[config.mk]
export PLATFORM = sky130hd
export DESIGN_NAME = pong_engine
export DESIGN_NICKNAME = d
export VERILOG_FILES = /design/src/rtl/pong_engine.sv
export SDC_FILE = /design/constraint.sdc
export NUM_CORES = 1
export LEC_CHECK = 0
export ABC_AREA = 1
export BUFFER_PORTS_ARGS = -buffer_cell sky130_fd_sc_hd__buf_4
export CAP_MARGIN = 20
export CELL_PAD_IN_SITES_DETAIL_PLACEMENT = 0
export CELL_PAD_IN_SITES_GLOBAL_PLACEMENT = 1
export CORE_ASPECT_RATIO = 0.9
export CORE_UTILIZATION = 30
export DETAILED_ROUTE_END_ITERATION = 8
export GPL_TIMING_DRIVEN = 0
export HOLD_SLACK_MARGIN = 0.05
export PLACE_DENSITY_LB_ADDON = 0.1
export SYNTH_ARGS = -nofsm -noshare
export SYNTH_HDL_FRONTEND = slang
export SYNTH_SLANG_ARGS = --single-unit
export TNS_END_PERCENT = 5
[constraint.sdc]
create_clock -name clk -period 29.9 [get_ports clk]
set_input_delay 0 -clock clk [delete_from_list [all_inputs] [get_ports clk]]
set_output_delay 0 -clock clk [all_outputs]
set_load 0.01 [all_outputs]
[src/rtl/pong_engine.sv]
// Pong object engine: ball FSM, paddle motion and per-pixel object rendering.
// All game state advances once per frame on the tick pixel; drawing is combinational.
module pong_engine #(
  parameter int unsigned H_ACTIVE   = 640,
  parameter int unsigned V_ACTIVE   = 480,
  parameter int unsigned TICK_Y     = 481,
  parameter int unsigned WALL_T_B   = 71,
  parameter int unsigned WALL_B_T   = 472,
  parameter int unsigned PAD_HEIGHT = 72,
  parameter int unsigned PAD_W      = 4,
  parameter int unsigned L_PAD_X    = 36,
  parameter int unsigned R_PAD_X    = 600,
  parameter int unsigned PAD_VEL    = 9,
  parameter int unsigned BALL_SIZE  = 8,
  parameter int unsigned BALL_SPEED = 6,
  parameter logic [11:0] FG_RGB     = 12'hFFF,
  parameter logic [11:0] BG_RGB     = 12'h000
) (
  input  logic        clk,
  input  logic        reset,
  input  logic [3:0]  btn,
  input  logic        gra_still,
  input  logic        video_on,
  input  logic [9:0]  x,
  input  logic [9:0]  y,
  output logic        graph_on,
  output logic [1:0]  hit,
  output logic [1:0]  miss,
  output logic [11:0] graph_rgb
);

  localparam int unsigned BALL_X0    = (H_ACTIVE - BALL_SIZE) / 2;
  localparam int unsigned BALL_Y0    = (V_ACTIVE - BALL_SIZE) / 2;
  localparam int unsigned PAD_Y0     = (V_ACTIVE - PAD_HEIGHT) / 2;
  localparam int unsigned PAD_MAX    = WALL_B_T - PAD_HEIGHT;
  localparam int unsigned PAD_MIN    = WALL_T_B + 1;
  localparam int unsigned ZONE_H     = PAD_HEIGHT / 8;
  localparam int unsigned BALL_SHIFT = (BALL_SIZE == 16) ? 1 : 0;
  localparam int unsigned WALL_T_T   = 64;
  localparam int unsigned WALL_B_B   = V_ACTIVE - 1;
  localparam int unsigned R_EDGE     = H_ACTIVE - 1 - BALL_SPEED;
  localparam logic [9:0]  SPD_POS    = 10'(BALL_SPEED);
  localparam logic [9:0]  SPD_NEG    = 10'(1024 - BALL_SPEED);

  typedef enum logic [1:0] {SERVE = 2'd0, PLAY = 2'd1, OUT = 2'd2} state_t;

  state_t     state, state_nx;
  logic [2:0] serve_cnt, serve_cnt_nx;
  logic [9:0] ball_x, ball_x_nx, ball_y, ball_y_nx;
  logic [9:0] dx, dx_nx, dy, dy_nx;
  logic [9:0] l_pad_t, l_pad_nx, r_pad_t, r_pad_nx;
  logic [1:0] hit_nx, miss_nx;
  logic [9:0] dx_c, dy_c;
  logic signed [11:0] nxt_t;

  logic        tick;
  logic [10:0] ball_r, ball_b;
  logic        dx_neg, dx_pos, miss_l, miss_r, hit_l, hit_r;
  logic        l_row_ov, r_row_ov;
  logic [2:0]  zone_l, zone_r;

  function automatic logic [9:0] dy_lut(input logic [2:0] idx);
    case (idx)
      3'd0:    dy_lut = 10'h3FD;
      3'd1:    dy_lut = 10'h3FE;
      3'd2,
      3'd3:    dy_lut = 10'h3FF;
      3'd4,
      3'd5:    dy_lut = 10'h001;
      3'd6:    dy_lut = 10'h002;
      default: dy_lut = 10'h003;
    endcase
  endfunction

  function automatic logic [2:0] zone_of(input logic [9:0] bt, input logic [9:0] pt);
    logic [11:0] diff;
    logic [11:0] q;
    diff = {2'b00, bt} + 12'(BALL_SIZE / 2) - {2'b00, pt};
    q    = diff / 12'(ZONE_H);
    if (diff[11])         zone_of = 3'd0;
    else if (q > 12'd7)   zone_of = 3'd7;
    else                  zone_of = q[2:0];
  endfunction

  // One frame of paddle motion, clamped against the inner wall faces.
  function automatic logic [9:0] pad_next(input logic [9:0] top, input logic up, input logic dn);
    logic [10:0] sum;
    sum = {1'b0, top} + 11'(PAD_VEL);
    if (dn && !up)
      pad_next = (sum > 11'(PAD_MAX)) ? 10'(PAD_MAX) : sum[9:0];
    else if (up && !dn)
      pad_next = (top < 10'(PAD_MIN + PAD_VEL)) ? 10'(PAD_MIN) : top - 10'(PAD_VEL);
    else
      pad_next = top;
  endfunction

  function automatic logic [7:0] ball_rom(input logic [2:0] row);
    case (row)
      3'd0, 3'd7: ball_rom = 8'h3C;
      3'd1, 3'd6: ball_rom = 8'h7E;
      default:    ball_rom = 8'hFF;
    endcase
  endfunction

  assign tick   = (y == 10'(TICK_Y)) && (x == 10'd0);
  assign ball_r = {1'b0, ball_x} + 11'(BALL_SIZE - 1);
  assign ball_b = {1'b0, ball_y} + 11'(BALL_SIZE - 1);
  assign dx_neg = dx[9];
  assign dx_pos = !dx[9] && (dx != 10'd0);

  assign miss_l   = dx_neg && (ball_x < 10'(BALL_SPEED));
  assign miss_r   = dx_pos && (ball_r > 11'(R_EDGE));
  assign l_row_ov = (ball_b >= {1'b0, l_pad_t}) &&
                    ({1'b0, ball_y} <= {1'b0, l_pad_t} + 11'(PAD_HEIGHT - 1));
  assign r_row_ov = (ball_b >= {1'b0, r_pad_t}) &&
                    ({1'b0, ball_y} <= {1'b0, r_pad_t} + 11'(PAD_HEIGHT - 1));
  assign hit_l    = dx_neg && l_row_ov && (ball_x <= 10'(L_PAD_X + PAD_W - 1)) &&
                    (ball_r >= 11'(L_PAD_X));
  assign hit_r    = dx_pos && r_row_ov && (ball_x <= 10'(R_PAD_X + PAD_W - 1)) &&
                    (ball_r >= 11'(R_PAD_X));
  assign zone_l   = zone_of(ball_y, l_pad_t);
  assign zone_r   = zone_of(ball_y, r_pad_t);

  always_ff @(posedge clk) begin
    if (reset) begin
      state     <= SERVE;
      serve_cnt <= 3'd0;
      ball_x    <= 10'(BALL_X0);
      ball_y    <= 10'(BALL_Y0);
      dx        <= SPD_POS;
      dy        <= 10'd1;
      l_pad_t   <= 10'(PAD_Y0);
      r_pad_t   <= 10'(PAD_Y0);
      hit       <= 2'b00;
      miss      <= 2'b00;
    end else begin
      state     <= state_nx;
      serve_cnt <= serve_cnt_nx;
      ball_x    <= ball_x_nx;
      ball_y    <= ball_y_nx;
      dx        <= dx_nx;
      dy        <= dy_nx;
      l_pad_t   <= l_pad_nx;
      r_pad_t   <= r_pad_nx;
      hit       <= hit_nx;
      miss      <= miss_nx;
    end
  end

  always_comb begin
    state_nx     = state;
    serve_cnt_nx = serve_cnt;
    ball_x_nx    = ball_x;
    ball_y_nx    = ball_y;
    dx_nx        = dx;
    dy_nx        = dy;
    l_pad_nx     = l_pad_t;
    r_pad_nx     = r_pad_t;
    hit_nx       = 2'b00;
    miss_nx      = 2'b00;
    dx_c         = dx;
    dy_c         = dy;
    nxt_t        = 12'sd0;
    if (tick) begin
      l_pad_nx = pad_next(l_pad_t, btn[2], btn[3]);
      r_pad_nx = pad_next(r_pad_t, btn[0], btn[1]);
      if (gra_still) begin
        state_nx  = SERVE;
        ball_x_nx = 10'(BALL_X0);
        ball_y_nx = 10'(BALL_Y0);
        if (state == SERVE) serve_cnt_nx = serve_cnt + 3'd1;
      end else begin
        case (state)
          SERVE: begin
            state_nx     = PLAY;
            serve_cnt_nx = serve_cnt + 3'd1;
            ball_x_nx    = 10'(BALL_X0);
            ball_y_nx    = 10'(BALL_Y0);
            dx_nx        = serve_cnt[0] ? SPD_POS : SPD_NEG;
            dy_nx        = dy_lut(serve_cnt);
          end
          PLAY: begin
            if (miss_l) begin
              miss_nx  = 2'b01;
              state_nx = OUT;
            end else if (miss_r) begin
              miss_nx  = 2'b10;
              state_nx = OUT;
            end else begin
              if (hit_l) begin
                dx_c   = SPD_POS;
                dy_c   = dy_lut(zone_l);
                hit_nx = 2'b01;
              end else if (hit_r) begin
                dx_c   = SPD_NEG;
                dy_c   = dy_lut(zone_r);
                hit_nx = 2'b10;
              end
              // Bounce when this frame's step would carry the ball into a wall.
              nxt_t = $signed({2'b00, ball_y}) + $signed({{2{dy_c[9]}}, dy_c});
              if (dy_c[9] && (nxt_t <= $signed(12'(WALL_T_B))))
                dy_c = ~dy_c + 10'd1;
              else if (!dy_c[9] && (dy_c != 10'd0) &&
                       (nxt_t + $signed(12'(BALL_SIZE - 1)) >= $signed(12'(WALL_B_T))))
                dy_c = ~dy_c + 10'd1;
              dx_nx     = dx_c;
              dy_nx     = dy_c;
              ball_x_nx = ball_x + dx_c;
              ball_y_nx = ball_y + dy_c;
            end
          end
          default: ;
        endcase
      end
    end
  end

  logic       wall_on, l_pad_on, r_pad_on, ball_sq, ball_on;
  logic [2:0] rom_row, rom_col;
  logic [7:0] rom_bits;

  assign wall_on  = ((y >= 10'(WALL_T_T)) && (y <= 10'(WALL_T_B))) ||
                    ((y >= 10'(WALL_B_T)) && (y <= 10'(WALL_B_B)));
  assign l_pad_on = (x >= 10'(L_PAD_X)) && (x <= 10'(L_PAD_X + PAD_W - 1)) &&
                    (y >= l_pad_t) && ({1'b0, y} <= {1'b0, l_pad_t} + 11'(PAD_HEIGHT - 1));
  assign r_pad_on = (x >= 10'(R_PAD_X)) && (x <= 10'(R_PAD_X + PAD_W - 1)) &&
                    (y >= r_pad_t) && ({1'b0, y} <= {1'b0, r_pad_t} + 11'(PAD_HEIGHT - 1));
  assign ball_sq  = (x >= ball_x) && ({1'b0, x} <= ball_r) &&
                    (y >= ball_y) && ({1'b0, y} <= ball_b);
  // Large balls reuse the 8x8 ROM by dropping the low offset bit.
  assign rom_row  = 3'((y - ball_y) >> BALL_SHIFT);
  assign rom_col  = 3'((x - ball_x) >> BALL_SHIFT);
  assign rom_bits = ball_rom(rom_row);
  assign ball_on  = ball_sq && rom_bits[~rom_col];
  assign graph_on = wall_on || l_pad_on || r_pad_on || ball_on;

  always_comb begin
    graph_rgb = BG_RGB;
    if (wall_on)                    graph_rgb = FG_RGB;
    else if (l_pad_on || r_pad_on)  graph_rgb = FG_RGB;
    else if (ball_on)               graph_rgb = FG_RGB;
    if (!video_on)                  graph_rgb = 12'h000;
  end

endmodule

==> impl_metrics.tcl, run 1 <==
set metrics [dict create \
    dieArea_um2 40980 \
    final_nets 2156 \
    first_pass_iters 5 \
    grt.overflow.total 0 \
    p_leak_nw 6.691 \
    p_clk_frac 0.507 \
    vias 12227 \
    h-tree-depth 3 \
    start_util 0.3048 \
    start_kind "flip-flop" \
    cts_buffer_depth 2 \
    finalSetupViolations 0 \
    grt_pass1_vias 11775 \
    yosys.area.top_type_share 0.1972 \
    wl_met1_um 20430 \
    grt_usage 0.2090 \
    slew_viol_final 0 \
    worst-setup-path-type "reg2reg" \
    root_buffer "clkbuf_16" \
    grt_pass1_wl_um 65870 \
    gp_congestion 0.8379 \
    status "complete, no violations" \
    drive_above_1_share 0.1090 \
    postSynthAreaPerCell_um2 6.432 \
    wl_met3_um 1452 \
    multi_input_area_um2 9422 \
    worst_ep_arrival_time_ns 12.49 \
    synth_fp_nets 2099 \
    synth_top_flop_cell "dfxtp_1" \
    power.internal_mw 0.1766 \
    skew_ns 0.009378 \
    p_total_mw 0.2429 \
    ys_types 64 \
    highest_layer "met5" \
    io_buffers 43 \
    dr_wl_met2_um 19310 \
    seqPwrFrac 0.378 \
    core.rowCount 69 \
    fin_tns_setup_ns 0 \
    power.net_switching_mw 0.06633 \
    hpwlAfterDp_um 34140 \
    synth_edf_count 0 \
    power_frac_comb 0.114 \
    rsz0062_at_grt "false" \
    clk_pin_slew_ns 0.07 \
    slowest_delay_ns 0.68 \
    cts_tree "done" \
    pre_cts_slack_ns 17.67 \
    hp-class "in2reg" \
    via_per_inst 4.954 \
    drt_iter0_drc 725 \
    utilization 0.3389 \
    top_level_ports 45 \
    ys_warn_count 0 \
    wl_um 41860 \
    finalCritPeriodShare 0.4081 \
    cap_violations 0 \
    diodes 0 \
    synthArstFlopShare 0 \
    cts_made_buffers 9 \
    die_y_um 192.2 \
    cp-end-kind "flip-flop" \
    cp_data_required_time_ns 30.18 \
    fin_area_um2 13400 \
    period_needed_ns 12.20 \
    synth.area.top_cells "ha_1, nand2_1, dfxtp_1" \
    wl_per_cell_um 16.96 \
    hold_violations 0 \
    synth-seq-area-share 0.1146 \
    drc 0 \
    grt_max_degree 14 \
    relSlewSlack 0.2487 \
    swShare 0.2731 \
    synth_area_um2 12050 \
    antenna_violating_nets_post_route 0 \
    powerDensity_nw_per_um2 18.12 \
    worst_slack_ns 17.70 \
    post_cts_buffers 0 \
    tightest_slew_ns 1.127 \
    synth_top_area_cell "ha_1" \
    antenna_found_initial 1 \
    die_w_um 213.3 \
    path_max_fanout 9 \
    slowest_stage "dfxtp_1" \
    placed_area_um2 13050 \
    clock-sinks 69 \
    area.sequential_um2 1381 \
    clk_latency_ns 0.35 \
    fillers 4449 \
    core_area_um2 39540 \
    peakVddDrop_mv 0.02564 \
    ys_seq_elements 69 \
    area_delta_synth_final_pct 11.19 \
    fmax_mhz 81.95 \
    synth_cells 1874 \
]
## power groups by stage
| stage | Combinational [mW] | Clock, mW | Sequential, mW |
|---|---|---|---|
| 6_report | 0.0278 | 0.123 | 0.0919 |
| 2_1_floorplan | 0.0141 | 0 | 0.0940 |
| 3_3_place_gp | 0.0272 | 0 | 0.0940 |
| 3_5_place_dp | 0.0274 | 0 | 0.0940 |
| 4_1_cts | 0.0276 | 0.127 | 0.0918 |
| 5_1_grt | 0.0307 | 0.131 | 0.0918 |
## worst max-delay path: cells and delay by family, from the launching register on
| family | cells | cell delay (ns) |
|---|---|---|
| muxes | 1 | 0.39 |
| and+or+nand+nor | 47 | 5.25 |
| DFF | 1 | 0.68 |
| AOI/OAI and AO/OA | 13 | 2.62 |
| adders and majority gates | 5 | 1.56 |
| buffers and inverters | 6 | 0.74 |
| xor gates and xnor gates | 3 | 0.84 |
## cells in the mapped netlist (6+ instances only)
| library cell | number |
|---|---|
| inv_1 | 263 |
| nor4_1 | 17 |
| buf_4 | 11 |
| nor2_1 | 143 |
| a211oi_1 | 14 |
| o211ai_1 | 10 |
| a21oi_1 | 136 |
| nand4_1 | 39 |
| nand2_4 | 16 |
| inv_2 | 28 |
| nand3_2 | 20 |
| clkbuf_1 | 13 |
| o21a_1 | 28 |
| nor3_1 | 18 |
| o21ai_0 | 102 |
| xnor2_1 | 16 |
| ha_1 | 190 |
| nand3_1 | 111 |
| nand2_1 | 379 |
| o22ai_1 | 11 |
| nor2_2 | 8 |
| clkinv_1 | 6 |
| nor2_4 | 6 |
| a31oi_1 | 13 |
| fa_1 | 7 |
| dfxtp_1 | 69 |
| o21ai_1 | 12 |
| o21bai_1 | 8 |
| or2_2 | 10 |
| nand2_2 | 33 |
| a221oi_1 | 6 |
| xor2_1 | 68 |
## final timing paths
kind                                              from                      end  slack, ns  depth (start not counted)
worst max-delay path            ball_y[2]$_SDFFE_PP1P_   ball_y[9]$_SDFFE_PP0P_      17.70                         75
worst min-delay path                            btn[1]  r_pad_t[3]$_SDFFE_PP1P_       0.12                          4
worst max register to register  ball_y[2]$_SDFFE_PP1P_   ball_y[9]$_SDFFE_PP0P_      17.70                         75
worst min register to register      dy[1]$_SDFFE_PP0P_       dy[1]$_SDFFE_PP0P_       0.48                          2
## cell families after synthesis
family                     after synthesis  share of synthesized area
and+or+nand+nor                        821                     0.3234
AOI/OAI and AO/OA                      378                     0.1854
buffers and inverters                  323                     0.1042
adders and majority gates              197                     0.2089
xor gates and xnor gates                85                    0.06239
DFF                                     69                     0.1146
muxes                                    1                   0.001142
## flip-flops by register name (all words and copies together) (netlist names)
register	count
ball_x	10
serve_cnt	3
dy	10
hit	2
state	2
ball_y	10
r_pad_t	10
dx	10
miss	2
l_pad_t	10
## stage by stage
stage	std cells	hold WS, ns
2_1_floorplan	1874	0.2068
3_3_place_gp	2449	0.3784
3_5_place_dp	2450	0.3808
4_1_cts	2467	0.1187
5_1_grt	2468	0.1869
6_report	2468	0.1229
## layout make-up
cell class,instances,area share
Inverter,297,0.08319
Multi-Input combinational cell,1482,0.7030
Clock buffer,10,0.01709
Tap cell,532,0.04967
Clock inverter,6,0.007096
Sequential cell,69,0.1031
Timing Repair Buffer,46,0.02633
Buffer,26,0.01055
## cell usage in the layout (no fill, tap or decap), types with 16 or more instances in the layout
cell	Yosys	layout
nand2_4	16	16
nand4_1	39	39
o21a_1	28	28
xnor2_1	16	16
nor4_1	17	16
dfxtp_1	69	69
buf_4	11	54
nand2_1	379	379
xor2_1	68	68
nand3_2	20	20
o21ai_0	102	102
a21oi_1	136	136
nor3_1	18	18
ha_1	190	190
inv_1	263	263
inv_2	28	28
nand3_1	111	111
nand2_2	33	33
nor2_1	143	143
## routing by layer
layer	track usage	up-vias
met4	0.04615	2
li1	-	6435
met2	0.3573	196
met5	0	-
met3	0.02142	29
met1	0.2804	5565
## repair_timing
action	4_1_cts	5_1_grt
endpoints found under the hold margin	2	0
gates resized for setup	0	0
hold buffers	1	0
Note: power is estimated with default switching activity, not from simulation.
==> run 2, diff against run 1 <==
clock period = 11.56 ns   (was 29.9 ns; I/O delays follow)
==> impl_metrics.tcl, run 2 (synthesis gave the netlist of run 1 again) <==
set metrics [dict create \
    final_common_cell "nand2_1" \
    peakVddDrop_mv 0.06513 \
    skew_ns 0.008379 \
    hold_violations 0 \
    grt_max_degree 14 \
    grt_usage 0.2093 \
    worst_ep_arrival_time_ns 11.11 \
    via_per_inst 4.969 \
    period_needed_ns 10.83 \
    grt_pass1_wl_um 65960 \
    root_buffer "clkbuf_16" \
    cts_tree "done" \
    cts_made_buffers 9 \
    cp-end-kind "flip-flop" \
    clk_latency_ns 0.35 \
    setup.worst_path.start "ball_y[2]$_SDFFE_PP1P_" \
    powerDensity_nw_per_um2 42.68 \
    pre_cts_slack_ns -0.6656 \
    start_util 0.3048 \
    grt.overflow.total 0 \
    r2r-end "ball_y[9]$_SDFFE_PP0P_" \
    io_buffers 43 \
    hp-class "in2reg" \
    drt_iter0_drc 705 \
    core_area_um2 39540 \
    p_leak_nw 7.093 \
    drc 0 \
    hpwlAfterDp_um 34140 \
    final_cells 2529 \
    vias 12566 \
    core.rowCount 69 \
    slew_viol_final 0 \
    cts_buffer_depth 2 \
    clk_pin_slew_ns 0.07 \
    first_pass_iters 6 \
    final_nets 2217 \
    p_clk_frac 0.508 \
    finalCritPeriodShare 0.9369 \
    clock-sinks 69 \
    holdWs_ns 0.1228 \
    antenna_violating_nets_post_route 0 \
    cap_violations 0 \
    slowest_stage "dfxtp_4" \
    die_y_um 192.2 \
    wl_per_cell_um 16.95 \
    top_level_ports 45 \
    dp_cells 2450 \
    worst_slack_ns 0.7291 \
    fillers 4377 \
    reg2reg_from "ball_y[2]$_SDFFE_PP1P_" \
    grt_pass1_vias 11791 \
    relSlewSlack 0.2448 \
    power.internal_mw 0.4547 \
    worst-setup-path-type "reg2reg" \
    gp_congestion 0.8379 \
    tightest_slew_ns 1.133 \
    reg2regPathDepth 88 \
    cp-endpoint "ball_y[9]$_SDFFE_PP0P_" \
    power_frac_comb 0.115 \
    wl_um 42880 \
    seqPwrFrac 0.377 \
    slowest_delay_ns 0.45 \
    status "complete, no violations" \
    final_cell_mix "nand2_1, inv_1, ha_1, nor2_1, a21oi_1" \
    swShare 0.2725 \
    area_delta_synth_final_pct 21.49 \
    power.net_switching_mw 0.1703 \
    r2r_setup_slack_ns 0.73 \
    cpMostUsedCell "nand2_4" \
    die_w_um 213.3 \
    start_kind "flip-flop" \
    dieArea_um2 40980 \
    finalSetupViolations 0 \
    fmax_mhz 92.33 \
    path_max_fanout 8 \
    drive_above_1_share 0.1968 \
    antenna_found_initial 1 \
    diodes 0 \
    cp_data_required_time_ns 11.84 \
    h-tree-depth 3 \
]
## run 2: cell count changes in the layout (fill, tap and decap cells not counted), sizes merged
cell      change
buf          +61
clkinv        -1
clkinvlp      +5
inv           -4
## run 2: how the worst min path moves through the flow
stage              start  slack (ns)                 endpoint  depth (start not counted)
4_1_cts           btn[1]        0.12  r_pad_t[3]$_SDFFE_PP1P_                          4
6_report          btn[1]        0.12  r_pad_t[3]$_SDFFE_PP1P_                          4
5_1_grt           btn[1]        0.19  r_pad_t[3]$_SDFFE_PP1P_                          4
3_3_place_gp   gra_still        0.38       dx[2]$_SDFFE_PP1P_                          3
3_5_place_dp   gra_still        0.38       dx[2]$_SDFFE_PP1P_                          3
2_1_floorplan  gra_still        0.21       dx[2]$_SDFFE_PP1P_                          2
## run 2: layer usage
layer  up-vias  track usage  share of wire  wire length (um)
met2       189       0.3584           0.47             20190
met3        29      0.02289          0.039              1670
met5         -            0        0.00023                10
met4         2      0.04615          0.016               682
met1      5788       0.2795           0.47             20330
li1       6558            -              -                 -
## run 2: what timing repair did
action / 4_1_cts / 5_1_grt
pin swaps: 1 / 90
hold endpoints to repair: 2 / 0
setup buffers: 3 / 58
hold buffers: 1 / 0
gates resized for setup: 21 / 162
endpoints found under the setup margin: 3 / 7
cloned: 0 / 0
## run 2: area by class of cell
| cell class | count | area, um^2 | share of cell area |
|---|---|---|---|
| clock buffer | 10 | 229.0 | 0.01564 |
| multi-input combinational | 1482 | 10130 | 0.6915 |
| clock inverter | 6 | 95.09 | 0.006494 |
| sequential | 69 | 1413 | 0.09647 |
| inverter | 297 | 1136 | 0.07759 |
| timing repair buffer | 107 | 827.0 | 0.05648 |
| buffer | 26 | 151.4 | 0.01034 |
| tap | 532 | 665.6 | 0.04546 |
## run 2: power groups by stage
stage / logic [mW] / clock network, mW / registers (mW)
floorplan: 0.0365 / 0 / 0.243
global placement: 0.0704 / 0 / 0.243
detailed placement: 0.0708 / 0 / 0.243
CTS: 0.0714 / 0.329 / 0.237
global route: 0.0795 / 0.337 / 0.236
finish: 0.0717 / 0.318 / 0.236
## run 2: critical path: cells and delay by family (launching register included)
kind                     cells  cell delay (ns)
AO/OA/AOI/OAI               14             1.97
XOR/XNOR                     3             0.54
flip-flops                   1             0.45
adder cells (fa/ha/maj)      5             1.09
buffers and inverters       11             0.93
AND/OR/NAND/NOR             55             5.78
## run 2: per-stage QoR
step                TNS [ns]  total power, mW  utilization  instance area (um^2)
floorplan                  0           0.2795            -                 12050
global placement     -0.8439           0.3134       0.3298                 13040
detailed placement   -0.8366           0.3138       0.3301                 13050
CTS                        0           0.6370       0.3408                 13480
global route         -0.1971           0.6524       0.3703                 14640
finish                     0           0.6250       0.3703                 14640
==> run 3, diff against run 2 <==
clock period = 10.7 ns   (was 11.56 ns; I/O delays follow)
==> impl_metrics.tcl, run 3 (synthesis gave the netlist of run 1 again) <==
set metrics [dict create \
    status "complete, no violations" \
    slowest_stage "dfxtp_4" \
    worst_ep_arrival_time_ns 10.76 \
    dr_wl_met2_um 20840 \
    grt.overflow.total 0 \
    worst-setup-path-type "reg2reg" \
    cts_tree "done" \
    cp-end-kind "flip-flop" \
    dieArea_um2 40980 \
    worst_slack_ns 0.2219 \
    min_from "btn[1]" \
    path_max_fanout 7 \
    period_needed_ns 10.48 \
    clk_pin_slew_ns 0.06 \
    vias 12693 \
    fmax_mhz 95.44 \
    cts_made_buffers 9 \
    slowest_delay_ns 0.38 \
    highest_layer "met5" \
    die_w_um 213.3 \
    final_common_cell "nand2_1" \
    wl_met3_um 1355 \
    r2r_setup_slack_ns 0.22 \
    cpMostUsedCell "nand2_4" \
    placed_area_um2 13050 \
    power.net_switching_mw 0.1860 \
    power_frac_comb 0.114 \
    skew_ns 0.009961 \
    tightest_slew_ns 1.098 \
    pre_cts_slack_ns -1.526 \
    cp_data_required_time_ns 10.98 \
    hold_violations 0 \
    start_kind "flip-flop" \
    final_cell_mix "nand2_1, inv_1, ha_1, buf_4, nor2_1" \
    slew_viol_final 0 \
    p_total_mw 0.6772 \
    gp_congestion 0.8379 \
    cts_buffer_depth 2 \
    seqPwrFrac 0.376 \
    die_y_um 192.2 \
    root_buffer "clkbuf_16" \
    rsz0062_at_grt "true" \
    hpwlAfterDp_um 34140 \
    core_area_um2 39540 \
    min_path_cells 4 \
    clock-sinks 69 \
    peakVddDrop_mv 0.07127 \
    p_clk_frac 0.510 \
    fin_area_um2 15100 \
    antenna_found_initial 1 \
    relSlewSlack 0.2683 \
    p_leak_nw 7.238 \
    setup.worst_path.start "ball_y[6]$_SDFFE_PP1P_" \
    wl_met1_um 20890 \
    antenna_violating_nets_post_route 0 \
    grt_pass1_wl_um 67110 \
    holdWs_ns 0.1258 \
    grt_pass1_vias 12006 \
    fillers 4334 \
    clk_latency_ns 0.36 \
    drive_above_1_share 0.2241 \
    swShare 0.2746 \
    finalCritPeriodShare 0.9793 \
    core.rowCount 69 \
    start_util 0.3048 \
    final_nets 2237 \
    powerDensity_nw_per_um2 44.84 \
    reg2regPathDepth 79 \
    h-tree-depth 3 \
    hp-class "in2reg" \
    drt_iter0_drc 691 \
    finalSetupViolations 0 \
    grt_max_degree 14 \
    power.internal_mw 0.4912 \
    first_pass_iters 5 \
    top_level_ports 45 \
    diodes 0 \
    drc 0 \
    via_per_inst 4.980 \
    wl_um 43620 \
    cap_violations 0 \
    wl_per_cell_um 17.11 \
    io_buffers 43 \
    grt_usage 0.2126 \
    reg2reg_from "ball_y[6]$_SDFFE_PP1P_" \
    area_delta_synth_final_pct 25.31 \
]
[run 3: cell types whose count changed in the layout (fill, tap and decap cells not counted), sizes merged]
cell,before,now
buf,119,140
clkinvlp,5,3
clkbuf,23,22
clkinv,8,9
inv,288,289
[run 3: cell type report]
| type | instances | area [um^2] | area share |
|---|---|---|---|
| Clock inverter | 6 | 95.09 | 0.006296 |
| Buffer | 24 | 132.6 | 0.008781 |
| Sequential cell | 69 | 1413 | 0.09353 |
| Tap cell | 532 | 665.6 | 0.04407 |
| Multi-Input combinational cell | 1482 | 10440 | 0.6911 |
| Inverter | 297 | 1140 | 0.07547 |
| Clock buffer | 10 | 229.0 | 0.01516 |
| Timing Repair Buffer | 129 | 991.0 | 0.06561 |
[run 3: power groups by stage]
stage	Clock [mW]	Sequential, mW	Combinational (mW)
after CTS	0.355	0.255	0.0771
final	0.345	0.255	0.0772
after global placement	0	0.263	0.0760
after global routing	0.365	0.254	0.0857
after detailed placement	0	0.263	0.0765
after floorplan	0	0.263	0.0394
[run 3: metrics by stage]
step | utilization | TNS, ns | instances
after CTS | 0.3554 | -0.03472 | 2497
after global placement | 0.3298 | -5.322 | 2449
after global routing | 0.3820 | -1.149 | 2549
final | 0.3820 | 0 | 2549
after detailed placement | 0.3301 | -5.311 | 2450
after floorplan | - | 0 | 1874
[run 3: final timing paths]
path	to
setup reg to reg	ball_y[9]$_SDFFE_PP0P_
hold / removal	r_pad_t[7]$_SDFFE_PP1P_
hold reg to reg	dy[1]$_SDFFE_PP0P_
setup / recovery	ball_y[9]$_SDFFE_PP0P_
[run 3: per-layer routing]
metal,vias to the layer above,track usage
met4,2,0.03984
met2,196,0.3699
li1,6586,-
met1,5885,0.2832
met3,24,0.02109
met5,-,0
[run 3: worst max-delay path: cells and delay by family, from the launching register on]
kind                     cells  cell delay, ns
multiplexers                 1            0.23
AND/OR/NAND/NOR             47            5.29
flip-flops                   1            0.38
AO/OA/AOI/OAI               11            1.54
adder cells (fa/ha/maj)      5            1.25
XOR/XNOR                     3            0.57
buffers and inverters       12            1.12
[run 3: what timing repair did]
item                       in CTS  in global routing
hold endpoints to repair        2                  0
pin swaps                      22                130
setup buffers                  31                 52
setup endpoints to repair       7                  8
hold buffers                    1                  0
resized for setup              90                155
